$ cat src/rtl/uart_pkg.sv
// Shared definitions for the UART transmit controller: FSM state encoding and
// default frame geometry.
package uart_pkg;

    localparam int unsigned DBIT_DEF = 8;
    localparam int unsigned OVS_DEF  = 16;
    localparam int unsigned LIMIT_W  = 14;

    typedef logic [2:0] state_t;

    localparam state_t ST_IDLE   = 3'd0;
    localparam state_t ST_START  = 3'd1;
    localparam state_t ST_DATA   = 3'd2;
    localparam state_t ST_PARITY = 3'd3;
    localparam state_t ST_STOP   = 3'd4;

endpackage

$ cat src/rtl/uart_tick_div.sv
// Baud tick divider: counts 0..limit and emits tick on the terminal count.
module uart_tick_div
    import uart_pkg::*;
(
    input  logic               clk,
    input  logic               reset,
    input  logic               clear,
    input  logic [LIMIT_W-1:0] limit,
    output logic               tick
);

    logic [LIMIT_W-1:0] cnt_q;
    logic [LIMIT_W-1:0] cnt_d;

    assign tick = (cnt_q == limit);

    // Clearing on acceptance aligns the first bit to a full tick period.
    always_comb begin
        cnt_d = cnt_q + LIMIT_W'(1);
        if (clear || tick) begin
            cnt_d = '0;
        end
    end

    always_ff @(posedge clk) begin
        if (reset) begin
            cnt_q <= '0;
        end else begin
            cnt_q <= cnt_d;
        end
    end

endmodule

$ cat src/rtl/uart_tx_ctrl.sv
// UART transmitter: start bit, DBIT data bits LSB first, optional parity,
// one or two stop bits; each bit lasts OVS baud ticks.
module uart_tx_ctrl
    import uart_pkg::*;
#(
    parameter int unsigned DBIT = DBIT_DEF,
    parameter int unsigned OVS  = OVS_DEF
) (
    input  logic               clk,
    input  logic               reset,
    input  logic [LIMIT_W-1:0] limit,
    input  logic [DBIT-1:0]    tx_data,
    input  logic               tx_valid,
    output logic               tx_ready,
    input  logic               parity_en,
    input  logic               parity_odd,
    input  logic               two_stop,
    output logic               tx,
    output logic               busy,
    output logic               done_tick
);

    localparam int unsigned TW = $clog2(2 * OVS);
    localparam int unsigned BW = (DBIT > 1) ? $clog2(DBIT) : 1;

    state_t             state_q,    state_d;
    logic [TW-1:0]      tick_cnt_q, tick_cnt_d;
    logic [BW-1:0]      bit_cnt_q,  bit_cnt_d;
    logic [DBIT-1:0]    shreg_q,    shreg_d;
    logic [LIMIT_W-1:0] limit_q,    limit_d;
    logic               par_en_q,   par_en_d;
    logic               par_bit_q,  par_bit_d;
    logic               two_stop_q, two_stop_d;
    logic               tx_q,       tx_d;
    logic               busy_q,     busy_d;
    logic               ready_q,    ready_d;
    logic               done_q,     done_d;

    logic               accept;
    logic               tick;
    logic               bit_end;
    logic [TW-1:0]      stop_last;
    logic [DBIT-1:0]    shreg_next;

    assign accept     = tx_valid & ready_q;
    assign bit_end    = tick && (tick_cnt_q == TW'(OVS - 1));
    assign stop_last  = two_stop_q ? TW'(2 * OVS - 1) : TW'(OVS - 1);
    assign shreg_next = shreg_q >> 1;

    uart_tick_div u_tick_div (
        .clk   (clk),
        .reset (reset),
        .clear (accept),
        .limit (limit_q),
        .tick  (tick)
    );

    // Next-state and next-output logic; tx is precomputed so it is registered.
    always_comb begin
        state_d    = state_q;
        tick_cnt_d = tick_cnt_q;
        bit_cnt_d  = bit_cnt_q;
        shreg_d    = shreg_q;
        limit_d    = limit_q;
        par_en_d   = par_en_q;
        par_bit_d  = par_bit_q;
        two_stop_d = two_stop_q;
        tx_d       = tx_q;
        done_d     = 1'b0;

        case (state_q)
            ST_IDLE: begin
                tx_d = 1'b1;
                if (accept) begin
                    state_d    = ST_START;
                    tx_d       = 1'b0;
                    tick_cnt_d = '0;
                    bit_cnt_d  = '0;
                    shreg_d    = tx_data;
                    limit_d    = limit;
                    par_en_d   = parity_en;
                    par_bit_d  = (^tx_data) ^ parity_odd;
                    two_stop_d = two_stop;
                end
            end
            ST_START: begin
                if (bit_end) begin
                    state_d    = ST_DATA;
                    tick_cnt_d = '0;
                    tx_d       = shreg_q[0];
                end else if (tick) begin
                    tick_cnt_d = tick_cnt_q + TW'(1);
                end
            end
            ST_DATA: begin
                if (bit_end) begin
                    tick_cnt_d = '0;
                    if (bit_cnt_q == BW'(DBIT - 1)) begin
                        state_d = par_en_q ? ST_PARITY : ST_STOP;
                        tx_d    = par_en_q ? par_bit_q : 1'b1;
                    end else begin
                        bit_cnt_d = bit_cnt_q + BW'(1);
                        shreg_d   = shreg_next;
                        tx_d      = shreg_next[0];
                    end
                end else if (tick) begin
                    tick_cnt_d = tick_cnt_q + TW'(1);
                end
            end
            ST_PARITY: begin
                if (bit_end) begin
                    state_d    = ST_STOP;
                    tick_cnt_d = '0;
                    tx_d       = 1'b1;
                end else if (tick) begin
                    tick_cnt_d = tick_cnt_q + TW'(1);
                end
            end
            ST_STOP: begin
                tx_d = 1'b1;
                if (tick && (tick_cnt_q == stop_last)) begin
                    state_d    = ST_IDLE;
                    tick_cnt_d = '0;
                    done_d     = 1'b1;
                end else if (tick) begin
                    tick_cnt_d = tick_cnt_q + TW'(1);
                end
            end
            default: begin
                state_d = ST_IDLE;
                tx_d    = 1'b1;
            end
        endcase

        busy_d  = (state_d != ST_IDLE);
        ready_d = (state_d == ST_IDLE);
    end

    always_ff @(posedge clk) begin
        if (reset) begin
            state_q    <= ST_IDLE;
            tick_cnt_q <= '0;
            bit_cnt_q  <= '0;
            shreg_q    <= '0;
            limit_q    <= '0;
            par_en_q   <= 1'b0;
            par_bit_q  <= 1'b0;
            two_stop_q <= 1'b0;
            tx_q       <= 1'b1;
            busy_q     <= 1'b0;
            ready_q    <= 1'b1;
            done_q     <= 1'b0;
        end else begin
            state_q    <= state_d;
            tick_cnt_q <= tick_cnt_d;
            bit_cnt_q  <= bit_cnt_d;
            shreg_q    <= shreg_d;
            limit_q    <= limit_d;
            par_en_q   <= par_en_d;
            par_bit_q  <= par_bit_d;
            two_stop_q <= two_stop_d;
            tx_q       <= tx_d;
            busy_q     <= busy_d;
            ready_q    <= ready_d;
            done_q     <= done_d;
        end
    end

    assign tx        = tx_q;
    assign busy      = busy_q;
    assign tx_ready  = ready_q;
    assign done_tick = done_q;

endmodule

$ cat config.mk
export PLATFORM = sky130hd
export DESIGN_NAME = uart_tx_ctrl
export DESIGN_NICKNAME = d
export VERILOG_FILES = /design/src/rtl/uart_pkg.sv /design/src/rtl/uart_tick_div.sv /design/src/rtl/uart_tx_ctrl.sv
export SDC_FILE = /design/constraint.sdc
export NUM_CORES = 1
export LEC_CHECK = 0
export ABC_AREA = 1
export CORE_ASPECT_RATIO = 0.8
export CORE_MARGIN = 2
export CORE_UTILIZATION = 50
export DETAILED_ROUTE_END_ITERATION = 12
export PLACE_DENSITY = 0.75
export SYNTH_ARGS = -nofsm -noshare
export SYNTH_HDL_FRONTEND = slang
export SYNTH_SLANG_ARGS = --single-unit
$ cat constraint.sdc
create_clock -name clk -period 1.5 [get_ports clk]
set_input_delay 0.225 -clock clk [delete_from_list [all_inputs] [get_ports clk]]
set_output_delay 0.225 -clock clk [all_outputs]
set_load 0.005 [all_outputs]
==> metrics.md, run 1 <==
| Metric | Value |
|---|---|
| Drt total wl | `7800 um` |
| Slew margin rel. | `69.4%` |
| Critical register-to-register path startpoint | `u_tick_div.cnt_q[4]$_SDFF_PP0_` |
| Pins Over Slew Limit | `0` |
| DP Cell Count | `536` |
| # diodes | `0` |
| R2R Path End | `bit_cnt_q[2]$_SDFFE_PP0P_` |
| Minimum clock period | `1.74 ns` |
| Reg2reg setup slack | `-0.24 ns` |
| CTS tree | `built` |
| Nets | `523` |
| Sw Share | `29.8%` |
| Final setup vio count | `31` |
| Sequential fraction of the synthesis area | `39.5%` |
| Sequential share of power | `48.4%` |
| RSZ-0062 raised after global routing | `yes` |
| Vias/cell | `5.18` |
| CP max-delay cell | `dfxtp_4` |
| Routed len/inst | `14.0 um` |
| # port buffers | `31` |
| Drc violations | `0` |
| Failing checks | `setup timing` |
| Max FO, Critical Path | `17` |
| Critical path class | `register to register` |
| Peak supply drop | `0.592 mV` |
| Total power divided by cell area | `790 nW/um^2` |
| Async S/R FF share, synth | `0%` |
| Mapped Nets | `420` |
| Hold Path Class | `register to register` |
| Placer Congestion | `0.883` |
| Most frequent cell on the critical path | `nand2_1` |
| Clock latency on the worst-skew pair | `0.32 ns` |
| Final Cell Area | `4130 sq um` |
| Syn avg cell area | `7.07 sq um` |
| Mapped cell area | `2740 sq um` |
| Placement Cell Area | `3590 sq um` |
| Drt pass-1 iters | `4` |
| IO Count | `32` |
| Least-Margin Pin Slew | `0.456 ns` |
| Final period util | `116%` |
| Arr. time, crit path | `2.00 ns` |
| Netlist cell types | `34` |
| Core outline area | `5380 sq um` |
| Die area | `6080 sq um` |
| Root buf cell | `clkbuf_8` |
| Clk pin slew, worst setup/hold paths | `0.11 ns` |
| GRT Resource Usage Total | `24.4%` |
| Pin count of the biggest net entering global routing | `31` |
| Largest stage delay on the critical path | `0.39 ns` |
| Reg2Reg Depth | `12` |
| Crit. Startpoint | `u_tick_div.cnt_q[4]$_SDFF_PP0_` |
| Width of the die | `86.7 um` |
| Kind of cell adding the most delay to the critical path | `simple AND/OR/NAND/NOR gates` |
| Die Height | `70.2 um` |
| First-pass GRT wire length | `11900 um` |
| Gate count after technology mapping | `387` |
| Startpoint Class | `register` |
| Combinational share of power | `24.0%` |
| CP Data Required Time | `1.76 ns` |
| Share of the synthesized area in the top cell type | `39.5%` |
| Initial antenna violation count | `0` |
| Vias in the first global route | `2736` |
| Status | `finished with violations` |
| Post-route setup slack | `-0.239 ns` |
| Fill cells | `368` |
| Clk buf depth | `2` |
| Critical Path Sink Type | `register` |
| Switching power | `0.000972 W` |
| Synthesis-stage register bit count | `54` |
| Hold WS | `0.456 ns` |
| Crit path cell chain | `inv_1, nand2_1, nand2_1, nor2_2, nand2_2, nor2_4, nand3_4, nand2_4, nand2_8, clkinv_2, nand3_1, a21oi_2` |
| Worst setup endpoint | `bit_cnt_q[2]$_SDFFE_PP0P_` |
| WP buf/inv | `2` |
| Final hold vios | `0` |
| Global route overflow | `0` |
| DR vias | `2879` |
| Initial DRC Count | `127` |
| Area Growth Syn to Fin | `50.9%` |
| Largest area contributor in the synthesized netlist | `dfxtp_1` |
| Post-synth top flop | `dfxtp_1` |
| Max-Cap Viols | `0` |
| Count leader, synth | `nand2_1` |
| F_max | `575 MHz` |
| Share of cells above drive strength 1 | `37.1%` |
| Post-route ant nets | `0` |
| Final Total Pwr | `0.00326 W` |
| Yosys warns | `0` |
| Post-synth EDFFs | `0` |
| CP Depth | `12` |
| CTS buffer count | `5` |
| Detailed Place HPWL | `4730 um` |
| Depth of the CTS H-tree | `2` |
| Worst Skew | `0.0101 ns` |
| Clock group share of total power | `27.6%` |
| Largest cells by area after synthesis | `dfxtp_1 (40%), nand2_1 (13%), inv_1 (6.2%)` |
| Leak | `1.76 nW` |
| Sinks on Clock Net | `54` |
| Initial Util | `50.9%` |
| Post-Layout Cell Count | `556` |
| Commonest cells in the netlist | `nand2_1 (92), dfxtp_1 (54), inv_1 (45)` |
| Core Rows | `24` |
| Internal power | `0.00229 W` |
flip-flops by register name, indices dropped and copies added, names as in the netlist:
signal            cells
state_q               3
tick_cnt_q            5
two_stop_q            1
par_bit_q             1
tx                    1
bit_cnt_q             3
tx_ready              1
par_en_q              1
busy                  1
u_tick_div.cnt_q     14
done_tick             1
shreg_q               8
limit_q              14
cells in the final DEF (no fill, tap or decap), types with 3 or more instances in the layout:
cell type / n
nand2_1: 79
buf_4: 62
inv_1: 40
dfxtp_1: 34
clkdlybuf4s50_1: 31
a21oi_1: 28
o21ai_0: 25
nor2_1: 23
dfxtp_2: 18
inv_2: 14
nand2_2: 11
nand3_1: 10
nor2_4: 10
buf_6: 10
o21ai_1: 9
nand2_4: 7
xnor2_1: 7
nor2_2: 6
xor2_1: 6
clkbuf_8: 6
nand3_4: 5
nor3_1: 4
o21ai_2: 4
a21oi_2: 4
nand4_1: 3
nand3_2: 3
ha_4: 3
kinds of logic (layout without fill, tap and decap cells):
| group | count (synthesis) | in the layout | share of synthesized area [%] |
|---|---|---|---|
| AO/OA/AOI/OAI | 78 | 78 | 15.4 |
| XOR/XNOR | 13 | 13 | 4.16 |
| adder cells (fa/ha/maj) | 5 | 5 | 2.29 |
| buffers and inverters | 65 | 169 | 9.42 |
| flip-flops | 54 | 54 | 39.5 |
| AND/OR/NAND/NOR | 172 | 172 | 29.2 |
metal layers:
| layer | wire length (um) | global-route usage (%) | share of wire [%] |
|---|---|---|---|
| met4 | 156 | 8.16 | 2.0 |
| met2 | 3990 | 42.1 | 51 |
| met5 | 0 | 0 | 0 |
| met1 | 3330 | 30.5 | 43 |
| met3 | 321 | 4.73 | 4.1 |
timing repair:
item / in CTS / in global routing
gates cloned: 0 / 0
pin swaps: 15 / 30
endpoints found under the setup margin: 36 / 47
hold endpoints to repair: 0 / 0
setup buffers: 5 / 10
hold buffers: 0 / 0
resized for setup: 46 / 61
per-stage QoR:
stage | setup slack, ns | util [%] | setup TNS, ns
3_3_place_gp | -0.152 | 66.8 | -4.15
2_1_floorplan | -0.00526 | - | -0.00526
3_5_place_dp | -0.213 | 66.8 | -6.00
4_1_cts | -0.148 | 72.2 | -2.31
5_1_grt | -0.365 | 76.8 | -7.41
6_report | -0.239 | 76.8 | -4.01
worst min-delay path: cells and delay by family, from the launching register on:
| family | cells | cell delay (ns) |
|---|---|---|
| buffers and inverters | 1 | 0.05 |
| flip-flops | 1 | 0.31 |
| AO/OA/AOI/OAI | 1 | 0.05 |
power groups by stage:
| stage | logic (W) | registers (W) | clock network (W) |
|---|---|---|---|
| after CTS | 0.000713 | 0.00157 | 0.000902 |
| final | 0.000781 | 0.00158 | 0.000900 |
| after global routing | 0.000854 | 0.00159 | 0.000968 |
| after global placement | 0.000659 | 0.00160 | 0 |
| after floorplan | 0.000379 | 0.00160 | 0 |
| after detailed placement | 0.000676 | 0.00160 | 0 |
area by class of cell:
class                   instances  area [sq um]  area share (%)
multi-input cells             268          1690            41.0
flip-flops and latches         54          1110            26.9
repair buffers                105           928            22.5
inverters                      56           214            5.18
clock buffers                   6          82.6            2.00
well taps                      65          81.3            1.97
clock inverters                 2          16.3           0.394
how the worst min path moves through the flow:
stage | start | endpoint | cells after the start
after floorplan | reset | bit_cnt_q[1]$_SDFFE_PP0P_ | 1
after global placement | shreg_q[6]$_SDFFE_PP0P_ | shreg_q[6]$_SDFFE_PP0P_ | 2
after detailed placement | shreg_q[3]$_SDFFE_PP0P_ | shreg_q[3]$_SDFFE_PP0P_ | 2
after CTS | shreg_q[3]$_SDFFE_PP0P_ | shreg_q[3]$_SDFFE_PP0P_ | 2
after global routing | shreg_q[3]$_SDFFE_PP0P_ | shreg_q[3]$_SDFFE_PP0P_ | 2
final | shreg_q[3]$_SDFFE_PP0P_ | shreg_q[3]$_SDFFE_PP0P_ | 2
Note: power is estimated with default switching activity, not from simulation.
==> run 2, diff against run 1 <==
--- a/config.mk
+++ b/config.mk
@@ -11,6 +11,7 @@
 export CORE_UTILIZATION = 50
 export DETAILED_ROUTE_END_ITERATION = 12
 export PLACE_DENSITY = 0.75
+export SLEW_MARGIN = 20
 export SYNTH_ARGS = -nofsm -noshare
 export SYNTH_HDL_FRONTEND = slang
 export SYNTH_SLANG_ARGS = --single-unit
==> results of run 2 <==
No change in the layout: final DEF, timing and power equal those of run 1.
==> run 3, diff against run 2 <==
--- a/config.mk
+++ b/config.mk
@@ -8,10 +8,10 @@
 export ABC_AREA = 1
 export CORE_ASPECT_RATIO = 0.8
 export CORE_MARGIN = 2
-export CORE_UTILIZATION = 50
+export CORE_UTILIZATION = 56
 export DETAILED_ROUTE_END_ITERATION = 12
-export PLACE_DENSITY = 0.75
-export SLEW_MARGIN = 20
+export PLACE_DENSITY = 0.8
+export SLEW_MARGIN = 5
 export SYNTH_ARGS = -nofsm -noshare
 export SYNTH_HDL_FRONTEND = slang
 export SYNTH_SLANG_ARGS = --single-unit
==> constraint.sdc (replaced) <==
create_clock -name clk -period 2 [get_ports clk]
set_input_delay 0.3 -clock clk [delete_from_list [all_inputs] [get_ports clk]]
set_output_delay 0.3 -clock clk [all_outputs]
set_load 0.02 [all_outputs]
==> run 3 against run 2 <==
Against the previous run: the flow now finishes without violations; die area fell by 10%; sequential share of layout area rose by 6.8 points; core utilization fell by 7.9 points; hold slack got worse by 0.0058 ns; critical path type unchanged; largest cell class unchanged; highest routed layer unchanged.
==> metrics.md, run 3 (same netlist as run 1, synthesis figures left out) <==
| Metric | Value |
|---|---|
| Status | `finished, final reports clean` |
| Leak | `1.32 nW (-25%)` |
| Post-route ant nets | `0 (unchanged)` |
| Clk pin slew, worst setup/hold paths | `0.09 ns (-0.02 ns)` |
| Post-CTS Setup Repair Bufs | `0 (-5)` |
| Drt total wl | `5600 um (-28%)` |
| Initial antenna violation count | `0 (unchanged)` |
| Most common cell after layout, fill and taps aside | `nand2_1` |
| First-pass GRT wire length | `9770 um (-18%)` |
| Drt pass-1 iters | `4 (unchanged)` |
| Pin count of the biggest net entering global routing | `22 (-29%)` |
| RSZ-0062 raised after global routing | `no` |
| Initial DRC Count | `156 (+23%)` |
| Critical Path Sink Type | `register` |
| Min-Delay Startpoint | `shreg_q[3]$_SDFFE_PP0P_` |
| Routed len/inst | `11.6 um (-17%)` |
| Area Growth Syn to Fin | `17.2%` |
| # hold bufs at CTS | `0 (unchanged)` |
| Reg2Reg Depth | `11 (-1)` |
| Final period util | `89.1% (-27 points)` |
| Commonest cells after routing, fill and taps aside | `nand2_1 (92), dfxtp_1 (54), inv_1 (45)` |
| Least-Margin Pin Slew | `0.407 ns (-0.0482 ns)` |
| # diodes | `0 (unchanged)` |
| Vias in the first global route | `2308 (-16%)` |
| Placement Cell Area | `3130 sq um (-13%)` |
| Width of the die | `82.1 um (-5.3%)` |
| Switching power | `0.000628 W (-35%)` |
| Depth of the CTS H-tree | `2 (unchanged)` |
| Final hold vios | `0 (unchanged)` |
| Drc violations | `0 (unchanged)` |
| CTS tree | `built` |
| Nets | `456 (-13%)` |
| Reg2reg setup slack | `0.22 ns (+0.46 ns)` |
| Hold endpoint | `shreg_q[3]$_SDFFE_PP0P_` |
| Detailed Place HPWL | `4250 um (-10%)` |
| Worst Skew | `0.00488 ns (-0.00526 ns)` |
| Combinational share of power | `19.5% (-4.5 points)` |
| Root buf cell | `clkbuf_8` |
| Fill cells | `399 (+8.4%)` |
| F_max | `561 MHz (-2.4%)` |
| Vias/cell | `5.07 (-2.1%)` |
| Max-Cap Viols | `0 (unchanged)` |
| CTS buffer count | `5 (unchanged)` |
| Clock latency on the worst-skew pair | `0.31 ns (about the same)` |
| # port buffers | `31 (unchanged)` |
| Total power divided by cell area | `685 nW/um^2 (-13%)` |
| DR vias | `2448 (-15%)` |
| Max FO, Critical Path | `7 (-10)` |
| Die Height | `66.5 um (-5.2%)` |
| Setup tns final | `0 ns (+4.01 ns)` |
| Final Cell Area | `3210 sq um (-22%)` |
| Internal power | `0.00157 W (-32%)` |
| Sequential share of power | `53.8% (+5.4 points)` |
| Post-Layout Cell Count | `483 (-13%)` |
| Initial Util | `58.8% (+7.9 points)` |
| Critical path class | `register to register` |
| Hold WS | `0.450 ns (-0.00576 ns)` |
| Sw Share | `28.6% (-1.2 points)` |
| Global route overflow | `0 (unchanged)` |
| Clk buf depth | `2 (unchanged)` |
| Final core utilization | `68.9% (-7.9 points)` |
| Slew margin rel. | `72.6% (+3.2 points)` |
| Core Rows | `22 (-8.3%)` |
| Final setup vio count | `0 (-100%)` |
| R2R Path End | `tick_cnt_q[0]$_SDFFE_PP0P_` |
| Clock group share of total power | `26.7% (-0.9 points)` |
| GRT Resource Usage Total | `22.9% (-1.5 points)` |
| Peak supply drop | `0.515 mV (-13%)` |
| Startpoint Class | `register` |
| Top flop regs | `limit_q: 14 flops, u_tick_div.cnt_q: 14 flops, shreg_q: 8 flops` |
| IO Count | `32 (unchanged)` |
| Hold Path Class | `register to register` |
| Post-CTS Resized | `0 (-100%)` |
| Critical register-to-register path startpoint | `tick_cnt_q[0]$_SDFFE_PP0P_` |
| DP Cell Count | `476 (-11%)` |
| Minimum clock period | `1.78 ns (+0.0435 ns)` |
| CP Data Required Time | `2.21 ns (+0.45 ns)` |
| Placer Congestion | `0.911 (+3.2%)` |
| Sinks on Clock Net | `54 (unchanged)` |
| Arr. time, crit path | `1.99 ns (about the same)` |
| Hold Crit Depth | `2 (unchanged)` |
| Share of cells above drive strength 1 | `10.2% (-27 points)` |
| Core outline area | `4650 sq um (-13%)` |
| Pins Over Slew Limit | `0 (unchanged)` |
| Die area | `5460 sq um (-10%)` |
## run 3: cell count changes in the layout (fill, tap and decap cells not counted), sizes merged
cell | before | now
buf | 74 | 7
inv | 56 | 55
## run 3: layout make-up
| cell class | count | area (sq um) | share of cell area, % |
|---|---|---|---|
| clock inverter | 1 | 7.51 | 0.234 |
| timing repair buffer | 38 | 363 | 11.3 |
| multi-input combinational | 268 | 1400 | 43.5 |
| tap | 60 | 75.1 | 2.34 |
| clock buffer | 6 | 72.6 | 2.26 |
| sequential | 54 | 1080 | 33.7 |
| inverter | 56 | 211 | 6.59 |
## run 3: worst max-delay path by stage
stage / from / endpoint / slack [ns] / cells after the start
floorplan: tick_cnt_q[0]$_SDFFE_PP0P_ / shreg_q[0]$_SDFFE_PP0P_ / 0.47 / 10
global placement: tx_valid / shreg_q[6]$_SDFFE_PP0P_ / 0.20 / 8
detailed placement: tx_valid / shreg_q[1]$_SDFFE_PP0P_ / 0.16 / 8
CTS: tick_cnt_q[0]$_SDFFE_PP0P_ / tick_cnt_q[0]$_SDFFE_PP0P_ / 0.22 / 11
global route: u_tick_div.cnt_q[0]$_SDFF_PP0_ / tick_cnt_q[0]$_SDFFE_PP0P_ / 0.05 / 13
finish: tick_cnt_q[0]$_SDFFE_PP0P_ / tick_cnt_q[0]$_SDFFE_PP0P_ / 0.22 / 11
## run 3: power groups by stage
stage          Sequential, W  Combinational, W  Clock [W]
6_report             0.00118          0.000428   0.000585
4_1_cts              0.00118          0.000430   0.000603
2_1_floorplan        0.00121          0.000284          0
3_5_place_dp         0.00121          0.000428          0
5_1_grt              0.00119          0.000484   0.000647
3_3_place_gp         0.00121          0.000414          0
## run 3: stage by stage
stage / total power (W) / setup slack, ns
after floorplan: 0.00149 / 0.470
after global placement: 0.00162 / 0.203
after detailed placement: 0.00163 / 0.163
after CTS: 0.00222 / 0.215
after global routing: 0.00232 / 0.0471
final: 0.00220 / 0.217
## run 3: critical path: stages, from the launching register on
cell     delay (ns)
dfxtp_1        0.39
ha_1           0.18
nand2_1        0.05
nor2_1         0.17
ha_1           0.23
nand3_4        0.13
nand2_2        0.10
inv_2          0.04
nand2_2        0.05
nand2_1        0.10
nor2_2         0.17
nor2_1         0.07
## run 3: per-layer routing
metal	vias to the layer above	track usage [%]	wire, um
li1	1307	-	-
met1	1088	31.2	2850
met2	47	37.4	2460
met3	6	4.07	242
met4	0	6.25	45
met5	-	0	0
==> variant: new RTL, config.mk and constraints of run 2 <==
Set the package constant `DBIT_DEF` to 4 (it was 8).
--- a/src/rtl/uart_pkg.sv
+++ b/src/rtl/uart_pkg.sv
@@ -2,7 +2,7 @@
 // default frame geometry.
 package uart_pkg;
 
-    localparam int unsigned DBIT_DEF = 8;
+    localparam int unsigned DBIT_DEF = 4;
     localparam int unsigned OVS_DEF  = 16;
     localparam int unsigned LIMIT_W  = 14;
 
Interface: changed (resized tx_data); port bits go from 32 to 28. The function was not compared with the original's and may differ.
==> variant against run 2 <==
  * The flow still finishes with violations (setup timing)
  * Sequential power decreased by 9%
  * Sequential cell count shrank 5
  * Via count shrank 14%
  * Final area decreased by 15%
  * Critical path type unchanged
  * Combinational power down 13%
  * Synthesized area shrank 8.1%
  * Routed wire length decreased by 27%
  * Total power fell by 11%
  * Die area down 7.7%
  * Setup slack gained 0.20 ns
  * Hold slack worse by 0.0025 ns
==> variant: results (changes against run 2) <==
| Metric | Value |
|---|---|
| Status | finished, violations left |
| Failing checks | setup timing |
| Vias in the first global route | 2,228 (-19%) |
| Port bufs | 27 (-13%) |
| Post-CTS Setup Inserts | 0 (-5) |
| DP HPWL | 4.10 mm (-13%) |
| Wl on met1 | 2.71 mm (-19%) |
| Worst Clk Skew | 0.00381 ns (-0.00633 ns) |
| Met3 Use GR | 0.0587 (+0.0114) |
| Yosys warning count | 0 (unchanged) |
| Share of cells above drive strength 1 | 0.326 (-0.0449) |
| GP Congestion | 0.887 (+0.49%) |
| Sequential element share of the synthesized area | 0.390 (-0.00480) |
| Post-route setup slack | -0.0392 ns (+0.200 ns) |
| Share of the synthesized netlist area taken by xor and xnor gates | 0.0244 (-0.0172) |
| GR Util met1 | 0.258 (-0.0471) |
| Via count | 2,469 (-14%) |
| Adder-cell share of the synthesized area | 0.0199 (-0.00295) |
| Final sequential cell count | 49 (-9.3%) |
| Layout Nets | 466 (-11%) |
| Clk network pwr share | 0.265 (-0.011) |
| Multi-input gates | 251 (-6.3%) |
| Setup violators final | 13 (-58%) |
| Synth Net Count | 387 (-7.9%) |
| Setup TNS | -0.300 ns (+3.71 ns) |
| Clock buf/inv share | 0.0236 (-0.000350) |
| DP Cell Count | 489 (-8.8%) |
| CP max FO | 7 (-10) |
| Worst slack at placement | -0.141 ns (+0.0719 ns) |
| Pleak | 1.51 nW (-14%) |
| Slowest CP cell | dfxtp_2 |
| Synth Area in Compound Gates | 0.107 (-0.0476) |
| Relative slew slack | 0.823 (+0.129) |
| Sequential cell area share | 0.287 (+0.0183) |
| Commonest cells post-synth | 86 x nand2_1, 49 x dfxtp_1, 45 x nor2_1, 43 x inv_1 |
| Synth area leaders | dfxtp_1 39%, nand2_1 13%, nor2_1 6.7% |
| CTS resizes | 23 (-50%) |
| Post-synthesis cell type count | 32 (-5.9%) |
| Post-Synthesis Cells | 359 (-7.2%) |
| DIE WIDTH | 83.3 um (-4.0%) |
| Biggest regs | limit_q: 14 flops, u_tick_div.cnt_q: 14 flops, tick_cnt_q: 5 flops |
| Avg WL per Cell | 11.4 um (-19%) |
| Total track usage | 0.210 (-0.0344) |
| Fraction of standard cell area in multi-input logic | 0.415 (+0.00430) |
| Crit path DAT | 1.75 ns (-0.25 ns) |
| Fill count | 405 (+10%) |
| DR WL met3 | 189 um (-41%) |
| Reg clk slew, reported paths | 0.09 ns (-0.02 ns) |
| Non-clk buf share | 0.193 (-0.0315) |
| Switching Fraction | 0.296 (-0.00189) |
| Cell Area, Placed | 0.00320 sq mm (-11%) |
| Cell Pwr Density | 826 mW/mm^2 (+4.6%) |
| Post-DR vias/cell | 4.93 (-4.8%) |
| First-pass GRT wire length | 9.38 mm (-21%) |
| Gate power share | 0.236 (-0.004) |
| Max Used Layer | met4 |
| Area Growth Syn to Fin | 39.3% |
| Nonclk buf count | 78 (-26%) |
| Initial antenna violation count | 0 (unchanged) |
| Met2 Wirelength | 2.76 mm (-31%) |
variant: changes by cell type in the layout (fill, tap and decap cells not counted), moves of 5 or more:
cell / change
o21ai_0: -6
nand4_1: +5
nor2_4: -8
buf_4: -15
nand2_2: +5
inv_1: -5
a21oi_1: -8
buf_6: -7
nand2_1: -5
nor2_1: +18
variant: final timing paths:
check	startpoint	end	slack [ns]	depth (start not counted)
worst max register to register	tick_cnt_q[0]$_SDFFE_PP0P_	shreg_q[2]$_SDFFE_PP0P_	-0.04	9
worst max-delay path	tick_cnt_q[0]$_SDFFE_PP0P_	shreg_q[2]$_SDFFE_PP0P_	-0.04	9
worst min register to register	u_tick_div.cnt_q[0]$_SDFF_PP0_	u_tick_div.cnt_q[0]$_SDFF_PP0_	0.45	1
worst min-delay path	u_tick_div.cnt_q[0]$_SDFF_PP0_	u_tick_div.cnt_q[0]$_SDFF_PP0_	0.45	1
variant: cell families after synthesis:
group	after synthesis
xor+xnor	7
flops	49
simple gates	189
buf+inv	59
fa+ha+maj	4
compound gates	51
